===== src/rtl/stack_sequencer.sv =====
// Two-byte PUSH/POP sequencer between the stack pointer and the byte-wide memory bus.
// Optional bounds checking is enabled by defining STACK_SEQ_BOUNDS_EN.
module stack_sequencer (
  input  logic        clk_i,
  input  logic        rst_i,
  input  logic        cmd_valid_i,
  output logic        cmd_ready_o,
  input  logic        cmd_op_i,
  input  logic [15:0] cmd_data_i,
  input  logic [15:0] sp_i,
  output logic        sp_load_o,
  output logic [15:0] sp_next_o,
  output logic        mem_req_o,
  output logic        mem_we_o,
  output logic [15:0] mem_addr_o,
  output logic [7:0]  mem_wdata_o,
  input  logic        mem_ack_i,
  input  logic [7:0]  mem_rdata_i,
  output logic        rsp_valid_o,
  output logic [15:0] rsp_data_o,
  output logic        err_o
);

  typedef enum logic [1:0] {IDLE, BYTE0, BYTE1, DONE} state_t;

  state_t      state;
  logic        opQ;
  logic [15:0] spQ;
  logic [7:0]  dataLoQ;
  logic [7:0]  loByte;
  logic [15:0] addr0;
  logic [15:0] addr1;
  logic        accept;

  // PUSH pre-decrements (hi byte first); POP reads lo then hi upward.
  assign addr0  = cmd_op_i ? sp_i : sp_i - 16'd1;
  assign addr1  = opQ ? spQ + 16'd1 : spQ - 16'd2;
  assign accept = cmd_valid_i && cmd_ready_o;

  always_ff @(posedge clk_i) begin
    if (rst_i) begin
      state       <= IDLE;
      cmd_ready_o <= 1'b1;
      sp_load_o   <= 1'b0;
      sp_next_o   <= 16'h0000;
      mem_req_o   <= 1'b0;
      mem_we_o    <= 1'b0;
      mem_addr_o  <= 16'h0000;
      mem_wdata_o <= 8'h00;
      rsp_valid_o <= 1'b0;
      rsp_data_o  <= 16'h0000;
      opQ         <= 1'b0;
      spQ         <= 16'h0000;
      dataLoQ     <= 8'h00;
      loByte      <= 8'h00;
    end else begin
      case (state)
        IDLE: begin
          if (accept) begin
            opQ         <= cmd_op_i;
            spQ         <= sp_i;
            dataLoQ     <= cmd_data_i[7:0];
            cmd_ready_o <= 1'b0;
            mem_req_o   <= 1'b1;
            mem_we_o    <= !cmd_op_i;
            mem_addr_o  <= addr0;
            mem_wdata_o <= cmd_op_i ? 8'h00 : cmd_data_i[15:8];
            state       <= BYTE0;
          end
        end
        BYTE0: begin
          if (mem_ack_i) begin
            loByte      <= mem_rdata_i;
            mem_addr_o  <= addr1;
            mem_wdata_o <= dataLoQ;
            state       <= BYTE1;
          end
        end
        BYTE1: begin
          if (mem_ack_i) begin
            mem_req_o <= 1'b0;
            sp_load_o <= 1'b1;
            sp_next_o <= opQ ? spQ + 16'd2 : spQ - 16'd2;
            if (opQ) begin
              rsp_valid_o <= 1'b1;
              rsp_data_o  <= {mem_rdata_i, loByte};
            end
            state <= DONE;
          end
        end
        DONE: begin
          sp_load_o   <= 1'b0;
          rsp_valid_o <= 1'b0;
          cmd_ready_o <= 1'b1;
          state       <= IDLE;
        end
        default: state <= IDLE;
      endcase
    end
  end

`ifdef STACK_SEQ_BOUNDS_EN
  localparam logic [15:0] SP_LOW  = 16'hFF80;
  localparam logic [15:0] SP_HIGH = 16'hFFFE;

  function automatic logic outOfRange(input logic [15:0] a);
    return (a < SP_LOW) || (a > SP_HIGH);
  endfunction

  // Each address is checked on the edge that puts it on the bus.
  always_ff @(posedge clk_i) begin
    if (rst_i)
      err_o <= 1'b0;
    else if ((state == IDLE && accept && outOfRange(addr0)) ||
             (state == BYTE0 && mem_ack_i && outOfRange(addr1)))
      err_o <= 1'b1;
  end
`else
  assign err_o = 1'b0;
`endif

endmodule


===== config.mk =====
export PLATFORM = sky130hd
export DESIGN_NAME = stack_sequencer
export DESIGN_NICKNAME = d
export VERILOG_FILES = /design/src/rtl/stack_sequencer.sv
export SDC_FILE = /design/constraint.sdc
export NUM_CORES = 1
export LEC_CHECK = 0
export CORE_UTILIZATION = 50
export CTS_CLUSTER_DIAMETER = 80
export DETAILED_ROUTE_END_ITERATION = 16
export PLACE_DENSITY = 0.87
export SLEW_MARGIN = 20
export SYNTH_ARGS = -nofsm -noshare
export SYNTH_HDL_FRONTEND = slang
export SYNTH_SLANG_ARGS = --single-unit

===== constraint.sdc =====
create_clock -name clk_i -period 5.3 [get_ports clk_i]
set_clock_uncertainty 0.15 [all_clocks]
set_input_delay 1.59 -clock clk_i [delete_from_list [all_inputs] [get_ports clk_i]]
set_output_delay 1.59 -clock clk_i [all_outputs]
set_load 0.02 [all_outputs]

=== Yosys cells after proc, flatten, opt, wreduce, memory -nomap -nowiden ===
Cells that the tools add are included.

* Mux-type cells: 24
* Equal/unequal tests: 7
* Add/sub/neg operators: 4
* Reductions and logical operators: 17

{| class="wikitable"
|+ Operators by type and width
! operator !! count
|-
| 16-bit two-way mux || 5
|-
| 16-bit one-hot mux with 2 select lines || 1
|-
| 8-bit two-way mux || 3
|-
| 16-bit by 1-bit adder with 16-bit output, second input constant || 1
|-
| 16-bit by 2-bit adder with 16-bit output, second input constant || 1
|-
| 8-bit one-hot mux with 2 select lines || 1
|-
| 16-bit by 1-bit subtractor with 16-bit output, second input constant || 1
|-
| 16-bit by 2-bit subtractor with 16-bit output, second input constant || 1
|-
| 3-bit AND reduction || 5
|-
| 2-bit AND reduction || 5
|-
| 2-bit != test, second input constant || 4
|-
| 1-bit one-hot mux with 2 select lines || 4
|-
| 2-bit one-hot mux with 4 select lines || 1
|-
| 2-bit nonzero test || 4
|-
| 1-bit two-way mux || 6
|-
| 2-bit two-way mux || 3
|-
| 2-bit == test, second input constant || 2
|-
| 2-bit by 1-bit == test with 1-bit output, second input constant || 1
|-
| 2-bit zero test || 1
|-
| 1-bit logical AND || 1
|-
| 1-bit zero test || 1
|}

* Input port bits: 45
* Logic and storage cells: 66
* Register bits: 96

=== Logic depth before layout (Yosys ltp) ===
Gate-level depths: netlist (run 1).

* Depth in word-level cells: 4
* Depth in mapped cells: 9
* Depth with buffers taken out: 7

=== Worst setup path before layout (run 1) ===
Ideal clock, no wire load.

* Kind: in2reg
* Start point: in sp_i[1]
* End point: reg mem_addr_o[12]
* Setup slack: 1.725 ns
* Arrival time: 3.365 ns
* Cell stages on the path: 7
* Data required time: 5.089 ns
* Library setup time: 0.061 ns
* Cell sequence: inv_1 ha_1 or4b_4 or4b_4 or4_1 nand2_1 a221o_1

* Word-level cells in the longest chain between the ends: 4

{| class="wikitable"
|+ RTL lines
! item !! line !! text
|-
| start, declared || 10 || <nowiki>input logic [15:0] sp_i,</nowiki>
|-
| 16-bit by 1-bit subtractor with 16-bit output || 36 || <nowiki>assign addr0 = cmd_op_i ? sp_i : sp_i - 16'd1;</nowiki>
|-
| 16-bit two-way mux || 36 ||
|-
| 16-bit two-way mux || 59 || <nowiki>if (accept) begin</nowiki>
|-
| 16-bit one-hot mux with 2 select lines || 57 || <nowiki>case (state)</nowiki>
|-
| end signal, assigned || 66 || <nowiki>mem_addr_o <= addr0;</nowiki>
|-
| end signal, assigned || 74 || <nowiki>mem_addr_o <= addr1;</nowiki>
|-
| end, declared || 15 || <nowiki>output logic [15:0] mem_addr_o,</nowiki>
|}

No other way between the ends. The select of a mux whose other input is x is not followed.
A chain may end at the register's enable or synchronous reset.

=== Worst setup path after layout (run 1) ===
* Start point: in sp_i[0]
* End point: reg mem_addr_o[12]

Same word-level chain as after synthesis.

==> results of run 1 <==
[layout make-up]
type / instances / area, sq um / area share [%]
Tap cell: 129 / 161 / 2.67
Sequential cell: 96 / 1920 / 31.8
Timing Repair Buffer: 113 / 1110 / 18.3
Inverter: 12 / 45.0 / 0.745
Clock inverter: 7 / 97.6 / 1.61
Clock buffer: 9 / 124 / 2.05
Multi-Input combinational cell: 453 / 2590 / 42.8
[path summary, 6_finish.rpt]
path	start	endpoint	cells after the start
hold reg to reg	sp_next_o[9]	sp_next_o[9]	2
setup / recovery	sp_i[0]	mem_addr_o[12]	8
setup reg to reg	state[1]	mem_addr_o[13]	7
hold / removal	sp_next_o[9]	sp_next_o[9]	2
[sequential cells by signal, indices dropped and copies added, names as in the netlist]
name / cells
mem_addr_o: 16
rsp_data_o: 16
spQ: 16
sp_next_o: 16
dataLoQ: 8
loByte: 8
mem_wdata_o: 8
state: 2
cmd_ready_o: 1
mem_req_o: 1
mem_we_o: 1
opQ: 1
rsp_valid_o: 1
sp_load_o: 1
[worst reg2reg max path, cell delays in order, from the launching register on]
cell and delay, ns:
dfxtp_1 0.36, inv_1 0.10, ha_1 0.61, clkinv_1 0.51
nor4_1 0.75, nand2_1 0.12, mux2i_1 0.17, a221o_1 0.13
[power groups by stage]
stage	Combinational (mW)	Clock, mW	Sequential (mW)
2_1_floorplan	0.830	0	1.06
3_3_place_gp	1.29	0	1.02
3_5_place_dp	1.33	0	1.02
4_1_cts	1.34	0.534	1.01
5_1_grt	1.48	0.566	1.03
6_report	1.35	0.531	1.01
[cells in the mapped netlist (all sizes together), types with 7 or more instances]
master / n / share of area [%]
nand3b: 7 / 1.1
nor2: 43 / 3.4
a221oi: 10 / 1.8
o22ai: 8 / 1.1
nand2: 121 / 9.5
inv: 11 / 0.87
or3: 7 / 0.92
buf: 14 / 1.5
nor4: 9 / 1.2
a21oi: 69 / 7.3
xnor2: 15 / 2.8
o21ai: 20 / 2.1
nand3: 20 / 2.1
nor3: 17 / 1.8
xor2: 19 / 3.5
clkbuf: 36 / 2.8
dfxtp: 96 / 40
ha: 8 / 2.1
[layer usage]
metal | global-route usage, % | share of wire, % | vias to the layer above
met4 | 12.6 | 2.3 | 0
met1 | 36.0 | 43 | 2299
met3 | 4.78 | 5.7 | 27
met2 | 47.5 | 49 | 174
met5 | 0 | 0 | -
li1 | - | - | 2284
[cells by family (layout without fill, tap and decap cells)]
family / after synthesis / count (layout) / share of synthesized area [%]
multiplexers: 5 / 5 / 1.05
buffers and inverters: 62 / 141 / 5.31
flip-flops: 96 / 96 / 40.4
XOR/XNOR: 34 / 34 / 6.25
other: 1 / 1 / 0.0787
AO/OA/AOI/OAI: 141 / 141 / 18.0
AND/OR/NAND/NOR: 264 / 264 / 26.9
adder cells (fa/ha/maj): 8 / 8 / 2.10
==> results.cfg, run 1 <==
[yosys]
synth_nets = 664
synth_cell_type_count = 56
ys_ff_latch = 96
async_flop_share_pct = 0
ys_warn_count = 0
synthFlopType = dfxtp_1
synth_edf_count = 0
syn_area_sq_um = 4760
syn_inst = 611
syn_avg_cell_area_sq_um = 7.79
yosysSeqAreaShare_pct = 40.4

[global_route]
grt_pass1_wl_mm = 22.2
grt_pass1_vias = 4525
grt_util_all_layers_pct = 28.4
antenna_found_initial = 0
grt_max_degree = 65
grt_overflow = 0

[placed_design]
post_dp_cell_area_sq_um = 5820
portBuffers = 105
hpwlAfterDp_mm = 9.87
dp.cells = 803
gp_congestion = 0.903
pre_cts_ws_ns = 1.09

[timing]
rsz0062_at_grt = false
worst_pin_slew_ns = 0.999
setup-tns-final_ns = 0
slew_violations = 0
hold_viol = 0
worst_hold_slack_ns = 0.306
setup_violations = 0
setup_ws_ns = 1.46
relSlewSlack_pct = 33.4
fin_crit_sh_pct = 72.4
max_freq_mhz = 261
period_needed_ns = 3.84

[clocking]
clockBufferDepth = 2
clock_latency_ns = 0.37
cts_resized = 0
numClockSinks = 96
numCtsBuffers = 9
cts_tree = yes
hold_buffers = 0
cts_setup_buffers = 0
path_clk_slew_ns = 0.10
cts-root-buf = clkbuf_8
htreeDepth = 3

[power_and_ir_drop]
swShare_pct = 42.6
power.internal_mw = 1.66
p_clk_share_pct = 18.3
seqPwrFrac_pct = 35.0
power_frac_comb_pct = 46.7
p_leak_nw = 2.14
p_sw_mw = 1.23
power.total_mw = 2.90
power_per_cell_area_nw_per_um2 = 479
max-vdd-ir-drop_v = 0.000285

[worst_setup_path]
worst_path_largest_cell_delay_ns = 0.52
cp_top_family = simple AND/OR/NAND/NOR gates
required_ns = 5.47
crit_top_cell = or4b_4
endpoint_kind = flop
path_max_fanout = 4
start_kind = input pin
cp_cell_sequence = clkdlybuf4s50_1, inv_1, ha_1, or4b_4, or4b_4, or4_1, nand2_1, a221o_1
worst_path_max_delay_cell = or4b_4
critPathBufInv = 2
rrSetupSlack_ns = 2.35
crit_type = in2reg
crit_arrival_ns = 4.01

[routing]
wire_per_inst_um = 16.6
first_pass_iters = 4
detail-route-antenna-nets = 0
vias = 4784
drt_iter0_markers = 286
viasPerCell = 5.84
drc = 0
routed_wirelength_mm = 13.6

[worst_hold_path]
hold_class = reg2reg

[floorplanning]
dieArea_sq_um = 9920
num_rows = 35
core_area_sq_um = 9240
fp.dieW_um = 99.6
die_y_um = 99.6
initial_utilization_pct = 51.5
num_io_pins = 107

[final_layout]
fillers = 776
final_cell_mix = 121 x nand2_1, 104 x clkdlybuf4s50_1, 96 x dfxtp_1
nNetsFinal = 738
fin_area_sq_um = 6050
stdcell_count = 819
diodes = 0
areaGrowthSynthToFinish_pct = 27.0
post-route-util_pct = 65.4
final_common_cell = nand2_1
drive_above_1_share_pct = 4.93

[job]
drv_cap = 0

[status]
status = complete, no violations
Note: power is estimated with default switching activity, not from simulation.
==> inputs of run 2 (changes only) <==
CORE_UTILIZATION = 46   (was 50)
PLACE_DENSITY = 0.85   (was 0.87)
clock period = 3.4 ns   (was 5.3 ns; I/O delays follow)
==> run 2 against run 1 <==
Non-clock buffer count grew 18. Register-to-register slack lost 1.5 ns. Worst hold slack worse by 0.0099 ns. Worst setup slack got worse by 1.3 ns. Critical path depth unchanged. Critical endpoint unchanged.
==> results.cfg, run 2 (synthesis results as in run 1) <==
[worst_setup_path]
crit_arrival_ns = 3.34
endpoint_kind = flop
r2r_start = state[1]
worst_path_max_delay_cell = or4b_4
reg2reg_depth = 8
cp_cell_sequence = clkdlybuf4s50_1, inv_1, ha_1, or4b_4, or4b_4, or4_1, nand2_1, a221o_1
start_kind = input pin
crit_type = in2reg
path_max_fanout = 3
crit_top_cell = or4b_4
worst_path_largest_cell_delay_ns = 0.50
cp-startpoint = sp_i[1]
required_ns = 3.54

[final_layout]
final_cell_mix = 121 x nand2_1, 104 x clkdlybuf4s50_1, 96 x dfxtp_1
multiInputGateArea_sq_um = 2590
post-route-util_pct = 62.0
regArea_sq_um = 1920
drive_above_1_share_pct = 7.34
final_common_cell = nand2_1
areaGrowthSynthToFinish_pct = 29.1
fillers = 877
diodes = 0
nNetsFinal = 756

[timing]
max_freq_mhz = 313
setup_violations = 0
worst_hold_slack_ns = 0.296
setup-tns-final_ns = 0
relSlewSlack_pct = 48.6
period_needed_ns = 3.20
fin_crit_sh_pct = 94.1
slew_violations = 0
worst_pin_slew_ns = 0.770
hold_viol = 0
rsz0062_at_grt = false

[floorplanning]
fp.dieW_um = 104
num_rows = 36
die_y_um = 104
initial_utilization_pct = 48.1
core_area_sq_um = 9910
dieArea_sq_um = 10800
num_io_pins = 107

[worst_hold_path]
hp-start = loByte[5]
holdPathStages = 2
hold_class = reg2reg

[global_route]
grt_overflow = 0
use_met2_pct = 40.5
grt_pass1_vias = 4526
use_met3_pct = 5.10
gr-usage-met1_pct = 31.5
top_usage_layer = met2
grt_max_degree = 42
grt_util_all_layers_pct = 24.3
antenna_found_initial = 0
grt_pass1_wl_mm = 21.7

[routing]
viasPerCell = 5.66
vias = 4759
routed_wirelength_mm = 13.1
drt_iter0_markers = 306
wire_per_inst_um = 15.6
detail-route-antenna-nets = 0
drc = 0
first_pass_iters = 5

[power_and_ir_drop]
power_per_cell_area_nw_per_um2 = 714
p_leak_nw = 2.21
max-vdd-ir-drop_v = 0.000448
power.total_mw = 4.39

[placed_design]
portBuffers = 105
gp_congestion = 1.04
hpwlAfterDp_mm = 9.59

[clocking]
hold_buffers = 0
cts-root-buf = clkbuf_8
cts_resized = 0
numCtsBuffers = 9
clock_latency_ns = 0.35
cts_tree = yes
clockBufferDepth = 2
numClockSinks = 96
cts_setup_buffers = 0
path_clk_slew_ns = 0.10
htreeDepth = 3

[job]
drv_cap = 0

[status]
status = complete, no violations
## run 2: changes by cell type in the layout (fill, tap and decap cells not counted)
cell and change:
buf_2 +1, buf_4 +17, bufinv_16 -1, clkinv_2 +1, clkinv_4 -1, clkinv_8 -1
clkinvlp_4 +1, inv_6 +2, inv_8 -1
## run 2: critical path, delay by kind of cell
| kind | cells | cell delay, ns |
|---|---|---|
| AOI/OAI and AO/OA | 1 | 0.10 |
| adders and majority gates | 1 | 0.18 |
| buffers and inverters | 2 | 0.50 |
| and+or+nand+nor | 4 | 1.54 |
## run 2: final cells by class
type | instances | share of cell area (%)
Timing Repair Buffer | 131 | 20.2
Multi-Input combinational cell | 453 | 42.1
Clock inverter | 7 | 0.997
Inverter | 12 | 0.733
Tap cell | 133 | 2.71
Clock buffer | 9 | 2.02
Sequential cell | 96 | 31.3
## run 2: worst paths after layout
kind / slack (ns) / endpoint
worst max-delay path: 0.20 / mem_addr_o[12]
worst min-delay path: 0.30 / rsp_data_o[5]
worst max register to register: 0.90 / mem_addr_o[13]
worst min register to register: 0.30 / rsp_data_o[5]
## run 2: through the flow
step | std cells | instance area, sq um | setup slack, ns
2_1_floorplan | 611 | 4760 | 0.395
3_3_place_gp | 825 | 5960 | -0.108
3_5_place_dp | 825 | 5960 | -0.152
4_1_cts | 841 | 6150 | 0.213
5_1_grt | 841 | 6150 | 0.121
6_report | 841 | 6150 | 0.201
## run 2: power breakdown
group	internal [mW]	switching [mW]	total (mW)
clock	0.282	0.434	0.716
sequential	1.35	0.217	1.57
combinational	0.901	1.21	2.11
## run 2: routing by layer
metal	vias to the layer above	wire (um)
met2	221	6180
met4	0	170
met5	-	0
met1	2204	5720
met3	15	1020
li1	2319	-
==> inputs of run 3 (changes only) <==
ABC_CLOCK_PERIOD_IN_PS = 3400   (was not set)
==> results of run 3 <==
No change in the layout: final DEF, timing and power equal those of run 2.
